File: src/rtl/mac_fwd_lookup.sv
// MAC forwarding lookup: pops one header, searches a small learned MAC table one entry
// per cycle, learns the source binding, and pushes exactly one forwarding decision.
module mac_fwd_lookup #(
    parameter int AW = 4
) (
    input  logic         clk,
    input  logic         arst_n,
    input  logic [114:0] h_fifo_dout,
    input  logic         h_fifo_empty,
    output logic         h_fifo_rden,
    output logic [118:0] f_fifo_din,
    input  logic         f_fifo_full,
    output logic         f_fifo_wren,
    input  logic         tbl_clr
);

    localparam int ENTRIES = 1 << AW;

    typedef enum logic [2:0] {
        S_IDLE   = 3'd0,
        S_READ   = 3'd1,
        S_LATCH  = 3'd2,
        S_SEARCH = 3'd3,
        S_LEARN  = 3'd4,
        S_EMIT   = 3'd5
    } state_t;

    state_t         state_q, state_d;
    logic [114:0]   hdr_q, hdr_d;
    logic [AW-1:0]  idx_q, idx_d;
    logic [AW-1:0]  src_idx_q, src_idx_d;
    logic [AW-1:0]  wr_ptr_q, wr_ptr_d;
    logic           dst_hit_q, dst_hit_d;
    logic           src_hit_q, src_hit_d;
    logic [1:0]     dst_port_q, dst_port_d;
    logic           clr_pend_q, clr_pend_d;
    logic           rden_q, rden_d;
    logic           wren_q, wren_d;
    logic [118:0]   din_q, din_d;

    logic [ENTRIES-1:0] tbl_valid_q;
    logic [47:0]        tbl_mac_q  [ENTRIES];
    logic [1:0]         tbl_port_q [ENTRIES];

    logic tbl_clr_all;
    logic tbl_new;
    logic tbl_upd;

    logic        fcs_ok;
    logic [1:0]  in_port;
    logic [47:0] dst_mac;
    logic [47:0] src_mac;
    logic        cur_valid;
    logic [47:0] cur_mac;
    logic [1:0]  cur_port;
    logic        dec_drop;
    logic [3:0]  dec_mask;

    assign fcs_ok    = hdr_q[114];
    assign in_port   = hdr_q[113:112];
    assign dst_mac   = hdr_q[111:64];
    assign src_mac   = hdr_q[63:16];
    assign cur_valid = tbl_valid_q[idx_q];
    assign cur_mac   = tbl_mac_q[idx_q];
    assign cur_port  = tbl_port_q[idx_q];

    assign h_fifo_rden = rden_q;
    assign f_fifo_wren = wren_q;
    assign f_fifo_din  = din_q;

    // Decision uses lookup results gathered before this frame's learn step.
    always_comb begin
        dec_drop = 1'b0;
        dec_mask = 4'b0000;
        if (!fcs_ok) begin
            dec_drop = 1'b1;
            dec_mask = 4'b0000;
        end else if (dst_mac[40] || !dst_hit_q) begin
            dec_drop = 1'b0;
            dec_mask = 4'b1111 & ~(4'b0001 << in_port);
        end else if (dst_port_q == in_port) begin
            dec_drop = 1'b1;
            dec_mask = 4'b0000;
        end else begin
            dec_drop = 1'b0;
            dec_mask = 4'b0001 << dst_port_q;
        end
    end

    always_comb begin
        state_d     = state_q;
        hdr_d       = hdr_q;
        idx_d       = idx_q;
        src_idx_d   = src_idx_q;
        wr_ptr_d    = wr_ptr_q;
        dst_hit_d   = dst_hit_q;
        src_hit_d   = src_hit_q;
        dst_port_d  = dst_port_q;
        clr_pend_d  = clr_pend_q;
        rden_d      = 1'b0;
        wren_d      = 1'b0;
        din_d       = din_q;
        tbl_clr_all = 1'b0;
        tbl_new     = 1'b0;
        tbl_upd     = 1'b0;

        if (state_q != S_IDLE && tbl_clr) begin
            clr_pend_d = 1'b1;
        end

        case (state_q)
            S_IDLE: begin
                if (clr_pend_q || tbl_clr) begin
                    tbl_clr_all = 1'b1;
                    clr_pend_d  = 1'b0;
                end else if (!h_fifo_empty && !f_fifo_full) begin
                    rden_d  = 1'b1;
                    state_d = S_READ;
                end
            end
            S_READ: begin
                state_d = S_LATCH;
            end
            S_LATCH: begin
                hdr_d     = h_fifo_dout;
                idx_d     = '0;
                dst_hit_d = 1'b0;
                src_hit_d = 1'b0;
                state_d   = S_SEARCH;
            end
            S_SEARCH: begin
                if (cur_valid && cur_mac == dst_mac) begin
                    dst_hit_d  = 1'b1;
                    dst_port_d = cur_port;
                end
                if (cur_valid && cur_mac == src_mac) begin
                    src_hit_d = 1'b1;
                    src_idx_d = idx_q;
                end
                idx_d = idx_q + 1'b1;
                if (idx_q == AW'(ENTRIES - 1)) begin
                    state_d = S_LEARN;
                end
            end
            S_LEARN: begin
                if (fcs_ok && !src_mac[40]) begin
                    if (src_hit_q) begin
                        tbl_upd = 1'b1;
                    end else begin
                        tbl_new  = 1'b1;
                        wr_ptr_d = wr_ptr_q + 1'b1;
                    end
                end
                state_d = S_EMIT;
            end
            S_EMIT: begin
                din_d   = {dec_drop, dec_mask, hdr_q[113:0]};
                wren_d  = 1'b1;
                state_d = S_IDLE;
            end
            default: begin
                state_d = S_IDLE;
                rden_d  = 1'b0;
                wren_d  = 1'b0;
            end
        endcase
    end

    always_ff @(posedge clk or negedge arst_n) begin
        if (!arst_n) begin
            state_q    <= S_IDLE;
            hdr_q      <= '0;
            idx_q      <= '0;
            src_idx_q  <= '0;
            wr_ptr_q   <= '0;
            dst_hit_q  <= 1'b0;
            src_hit_q  <= 1'b0;
            dst_port_q <= 2'b00;
            clr_pend_q <= 1'b0;
            rden_q     <= 1'b0;
            wren_q     <= 1'b0;
            din_q      <= '0;
        end else begin
            state_q    <= state_d;
            hdr_q      <= hdr_d;
            idx_q      <= idx_d;
            src_idx_q  <= src_idx_d;
            wr_ptr_q   <= wr_ptr_d;
            dst_hit_q  <= dst_hit_d;
            src_hit_q  <= src_hit_d;
            dst_port_q <= dst_port_d;
            clr_pend_q <= clr_pend_d;
            rden_q     <= rden_d;
            wren_q     <= wren_d;
            din_q      <= din_d;
        end
    end

    // One register slice per table entry; clear has priority over any write.
    generate
        for (genvar gi = 0; gi < ENTRIES; gi++) begin : g_entry
            always_ff @(posedge clk or negedge arst_n) begin
                if (!arst_n) begin
                    tbl_valid_q[gi] <= 1'b0;
                    tbl_mac_q[gi]   <= '0;
                    tbl_port_q[gi]  <= 2'b00;
                end else if (tbl_clr_all) begin
                    tbl_valid_q[gi] <= 1'b0;
                end else if (tbl_new && wr_ptr_q == AW'(gi)) begin
                    tbl_valid_q[gi] <= 1'b1;
                    tbl_mac_q[gi]   <= src_mac;
                    tbl_port_q[gi]  <= in_port;
                end else if (tbl_upd && src_idx_q == AW'(gi)) begin
                    tbl_port_q[gi]  <= in_port;
                end
            end
        end
    endgenerate

endmodule

File: config.mk
export PLATFORM = sky130hd
export DESIGN_NAME = mac_fwd_lookup
export DESIGN_NICKNAME = d
export VERILOG_FILES = /design/src/rtl/mac_fwd_lookup.sv
export SDC_FILE = /design/constraint.sdc
export NUM_CORES = 2
export LEC_CHECK = 0
export ABC_AREA = 1
export CAP_MARGIN = 30
export CORE_ASPECT_RATIO = 2
export CORE_MARGIN = 2
export CORE_UTILIZATION = 60
export DETAILED_ROUTE_END_ITERATION = 16
export DONT_BUFFER_PORTS = 1
export PLACE_DENSITY = 0.78
export SETUP_SLACK_MARGIN = 0.2
export SYNTH_ARGS = -nofsm -noshare
export SYNTH_HDL_FRONTEND = slang
export SYNTH_SLANG_ARGS = --single-unit
export TNS_END_PERCENT = 30
File: constraint.sdc
create_clock -name clk -period 2.5 [get_ports clk]
set_input_delay 0.25 -clock clk [delete_from_list [all_inputs] [get_ports clk]]
set_output_delay 0.25 -clock clk [all_outputs]
set_load 0.01 [all_outputs]
* Yosys cells after proc, flatten, opt, wreduce, memory -nomap -nowiden
Index checks and enable logic that the tools add are counted.
Storage, ports and cells: flip-flop bits (word level) 1072, input bits 120, output and inout port bits 121
Operators by class: add/subtract/negate cells 2, $lt $le $gt $ge 2, equal/unequal tests 44, shift-type cells 2, muxes and demuxes 102, bitwise operators 4, reductions and logical operators 118
Operators with widths (number):
- binary-select mux 48 bit (select 4 bit) | 1
- == test 48 bit | 2
- 2-to-1 mux 48 bit | 2
- AND reduction 2 bit | 36
- == test 4 bit (second input constant) | 17
- 2-to-1 mux 2 bit | 34
- nonzero test 2 bit | 33
- 2-to-1 mux 1 bit | 53
- logical AND 1 bit | 37
- == test 4 x 3 -> 1 bit (second input constant) | 8
- == test 4 x 2 -> 1 bit (second input constant) | 4
- case mux 3 bit (5 select lines) | 1
- 2-to-1 mux 4 bit | 3
- != test 2 bit (second input constant) | 5
- 2-to-1 mux 3 bit | 3
- adder 4 x 1 -> 4 bit (second input constant) | 2
- binary-select mux 2 bit (select 4 bit) | 1
- == test 4 x 1 -> 1 bit (second input constant) | 2
- logical NOT 4 bit | 2
- case mux 4 bit (2 select lines) | 1
- << shifter 1 x 2 -> 4 bit (first input constant) | 2
- == test 3 x 2 -> 1 bit (second input constant) | 2
- == test 3 bit (second input constant) | 2
- AND reduction 3 bit | 2
- 13 further kinds | 19

* Longest topological paths before layout
depth after elaboration 8, gate-level depth with buffers 20

* Least setup slack after synthesis
No wires, ideal clock.
path kind register to register, start reg idx_q[0], end reg src_idx_q[3], arrival 2047 ps, data required time 2383 ps, path slack 336 ps, cell stages (with the launch flop) 19, buffers on the path 4, clock period less this slack 2164 ps, path through dfrtp_1 > buf_2 > inv_1 > buf_2 > buf_2 > buf_2 > a21oi_1 > nor2_1 > nand2_1 > nand3_1 > nand2_1 > nor2_1 > nand2_1 > nor2_1 > nand2_1 > nor2_2 > nand2_2 > nand2_1 > nand2_1
On the way: cells in the longest elaborated chain, start to end 7, elaborated cells on any way between the ends 9
RTL lines:
- start, declared | line 30 | logic [AW-1:0] idx_q, idx_d;
- start signal, assigned | line 186 | idx_q <= idx_d;
- NOT 4 -> 5 bit (implied by the code) | line 64 | assign cur_mac = tbl_mac_q[idx_q];
- binary-select mux 48 bit (select 4 bit) | line 64
- 2-to-1 mux 48 bit (implied by the code) (2 in series) | line 64
- == test 48 bit | line 136 | if (cur_valid && cur_mac == src_mac) begin
- logical AND 1 bit (*) | line 136
- AND reduction 2 bit (no source line) (*)
- end signal, assigned | line 187 | src_idx_q <= src_idx_d;
- end, declared | line 31 | logic [AW-1:0] src_idx_q, src_idx_d;
Every way passes the cells marked *; elsewhere a longest branch is shown, timed or not. The select of a mux whose other input is x is not followed. A chain may end at the register's enable or synchronous reset.

* Worst setup path after layout
start reg idx_q[0], end reg src_idx_q[0]
On the way: cells in the longest elaborated chain, start to end 7, elaborated cells on any way between the ends 9
RTL lines (line):
- NOT 4 -> 5 bit (implied by the code) | 64
- binary-select mux 48 bit (select 4 bit) | 64
- 2-to-1 mux 48 bit (implied by the code) (2 in series) | 64
- == test 48 bit | 136
- logical AND 1 bit | 136
- AND reduction 2 bit (no source line)
Parallel ways exist; a longest one is shown, timed or not. The select of a mux whose other input is x is not followed.

==> results.yml <==
placement:
  io_buffers: 0
  gp_congestion: 0.960
  hpwlAfterDp_um: 108000
final_layout:
  nets: 6532
  syn_to_final_growth_pct: 19.9
  fill_cells: 5815
  drive_gt1_share_pct: 13.0
pwr:
  power_uw: 69000
  peakVddDrop_mv: 0.805
  cellPowerDensity_nw_per_um2: 1180
  leakage_uw: 0.0275
hold_path:
  hp-class: "input port to asynchronous set/reset pin"
clock_network:
  cts_tree: "built"
  numCtsBuffers: 92
  clk_path_buf_depth: 3
  insertion_delay_ns: 0.72
  cts-htree-levels: 3
  cts.clk_slew.worst_paths_ns: 0.07
  cts.sinks: 1072
  cts_root_buf: "clkbuf_16"
routing:
  ant_nets: 0
  vias: 46000
  detail_route.wl_per_cell_um: 23.5
  drc_errors: 0
  avgViaCountPerCell: 6.11
  wirelength_um: 177000
  drt-pass1-iter-count: 10
  drt_iter0_markers: 7014
outcome:
  outcome: "complete, but fails checks"
  violations: "negative hold slack, negative setup slack"
floorplanning:
  num_io_pins: 241
  start_util_pct: 60.3
  die_w_um: 206
  die_area_um2: 83800
  rows: 148
  chipHeight_um: 407
  coreArea_um2: 80900
logic_synthesis:
  synth.mux.area_fraction_pct: 0.0231
  synth_fp_nets: 6371
  ys_ff_latch: 1072
  synth-async-reset-ratio_pct: 100
  avgSynthCellArea_um2: 7.82
  yosysSeqAreaShare_pct: 54.9
  synthAdderAreaFrac_pct: 0.128
  synth-simple-area-share_pct: 24.2
  syn_inst: 6246
  synth_cell_types: 33
  synth_top_family_by_area: "simple AND/OR/NAND/NOR gates"
  synth-xor-area-share_pct: 0.126
  synth-compound-area-share_pct: 13.0
  synthesis.area_um2: 48800
  synth_ff_type: "dfrtp_1"
  yosysWarnings: 0
  synth_edf_count: 0
critical_path:
  crit_top_cell: "nand2_1"
  worstSetupEndpointType: "flip-flop"
  crit_chain: "buf_12, clkinv_16, buf_16, nand2_1, nand3_1, nand2_1, nor2_1, nand2_2, nand3_2, nand2_1, nor2_1, nand2_1, nor2_1, buf_4, nand2_2, nor2_4, nand2_4, nand2_2, nand2_1"
  path_max_fanout: 25
  critical_path_arrival_ns: 3.43
  cpPeakStageDelay_ns: 0.53
  worstSetupStartpointType: "flip-flop"
  r2r_start: "idx_q[0]"
  required_ns: 3.09
  worst_path_max_delay_cell: "dfrtp_4"
  worstSetupStartpoint: "idx_q[0]"
  crit_type: "flip-flop to flip-flop"
timing:
  hold_viol: 469
  tns_ns: -2.54
  max_slew.worst_pin.slew_ns: 1.01
  slew_headroom_pct: 32.8
  grt_setup_unrepaired: "yes"
  period_share_pct: 114
  holdWs_ns: -0.414
  setup_viol: 8
  max_freq_mhz: 352
  worst_slack_ns: -0.340
  period_minus_slack_ns: 2.84
  fin_skew_ns: 0.0307
  final_max_slew_viol_count: 0
global_routing:
  grt_first_pass_wirelength_um: 265000
  grt_antenna_before_repair: 5
  grt_max_degree: 1073
  grt_usage_pct: 42.2
  grt_pass1_vias: 44600
  grt_overflow_total: 0
run:
  maxCapViolations: 0
[synthesized netlist by cell type, types with 4 or more instances]
library cell / number / area (um2)
dfrtp_1: 1072 / 26800
buf_2: 108 / 541
ha_1: 5 / 62.6
nand3_1: 405 / 2030
nand4_1: 11 / 68.8
o21a_1: 5 / 37.5
buf_4: 4 / 30.0
inv_2: 6 / 22.5
clkbuf_1: 300 / 1130
nand2_1: 2274 / 8540
xor2_1: 5 / 43.8
o21ai_0: 1048 / 5250
a21oi_1: 93 / 465
o211ai_1: 73 / 548
nor3_1: 8 / 40.0
nor2_1: 288 / 1080
inv_1: 485 / 1820
buf_1: 30 / 113
[layer usage]
metal	global-route usage [%]	wire (um)
met1	52.2	61700
met2	61.7	77300
met3	11.2	21800
met4	34.6	16500
met5	0	28
[layout make-up]
type                       instances  area, um2  area share (%)
clock inverter                    42        549           0.938
multi-input combinational       4237      19400            33.1
tap                             1050       1310            2.24
timing repair inverter             2       41.3          0.0705
inverter                         494       1920            3.27
clock buffer                     130       2670            4.55
antenna                            2       5.00         0.00855
timing repair buffer             508       5810            9.92
sequential                      1072      26800            45.8
[cell families (layout without fill, tap and decap cells)]
| family | count (synthesis) | after routing |
|---|---|---|
| AOI/OAI and AO/OA | 1228 | 1228 |
| other | 0 | 2 |
| buffers and inverters | 937 | 1176 |
| xor gates and xnor gates | 7 | 7 |
| DFF | 1072 | 1072 |
| and+or+nand+nor | 2996 | 2996 |
| adders and majority gates | 5 | 5 |
| muxes | 1 | 1 |
[flip-flops by register name, indices dropped and copies added, names as in the netlist]
signal	flops
tbl_mac_q	768
f_fifo_din	119
hdr_q	115
tbl_port_q	32
tbl_valid_q	16
idx_q	4
src_idx_q	4
wr_ptr_q	4
state_q	3
dst_port_q	2
clr_pend_q	1
dst_hit_q	1
f_fifo_wren	1
h_fifo_rden	1
src_hit_q	1
[critical path: cells and delay by family, from the launching register on]
kind / cells / cell delay, ns
DFF: 1 / 0.53
and+or+nand+nor: 15 / 1.50
buffers and inverters: 4 / 0.64
[repair_timing]
action	CTS	global route
setup buffers	31	3
setup endpoints to repair	468	684
gates cloned	16	4
endpoints found under the hold margin	1190	469
hold buffers	118	2
gates resized for setup	186	296
pin swaps	67	71
[worst paths after layout]
path | end | slack [ns] | cells after the start
setup / recovery | src_idx_q[0] | -0.34 | 19
hold / removal | tbl_mac_q[579] | -0.41 | 2
setup reg to reg | src_idx_q[0] | -0.34 | 19
hold reg to reg | f_fifo_din[10] | 0.48 | 2
max in group asynchronous | state_q[0] | 0.54 | 4
min in group clk | hdr_q[12] | 0.18 | 3
[stage by stage]
| stage | cells | instance area (um2) | util (%) | setup WS (ns) | hold WS [ns] |
|---|---|---|---|---|---|
| floorplan | 6246 | 48800 | - | 0.336 | -0.0456 |
| global placement | 7185 | 51700 | 63.8 | -0.616 | 0.0169 |
| detailed placement | 7185 | 51700 | 63.8 | -0.632 | 0.0187 |
| CTS | 7522 | 57400 | 71.0 | -0.242 | -0.743 |
| global route | 7536 | 58500 | 72.3 | -0.392 | -0.386 |
| finish | 7537 | 58500 | 72.3 | -0.340 | -0.414 |
[power breakdown]
| group | internal [uW] | switching (uW) | leakage (uW) | total (uW) |
|---|---|---|---|---|
| sequential | 19800 | 3520 | 0.0145 | 23400 |
| clock | 8450 | 6930 | 0.00155 | 15400 |
| combinational | 10400 | 19900 | 0.0115 | 30200 |
[placed cells by master (no fill, tap or decap), types with 15 or more instances in the layout]
cell type	count
nand2_1	2129
dfrtp_1	1067
o21ai_0	977
inv_1	474
nand3_1	377
buf_4	256
nor2_1	230
nand2_2	128
dlygate4sd3_1	118
clkbuf_16	102
a21oi_1	78
o211ai_1	73
buf_12	60
o21ai_1	58
nor2_2	42
buf_16	29
buf_6	28
nand3_2	23
clkbuf_8	22
nor2_4	20
clkbuf_1	16
nand2_4	15
No activity file was read; power rests on OpenSTA's default activity.
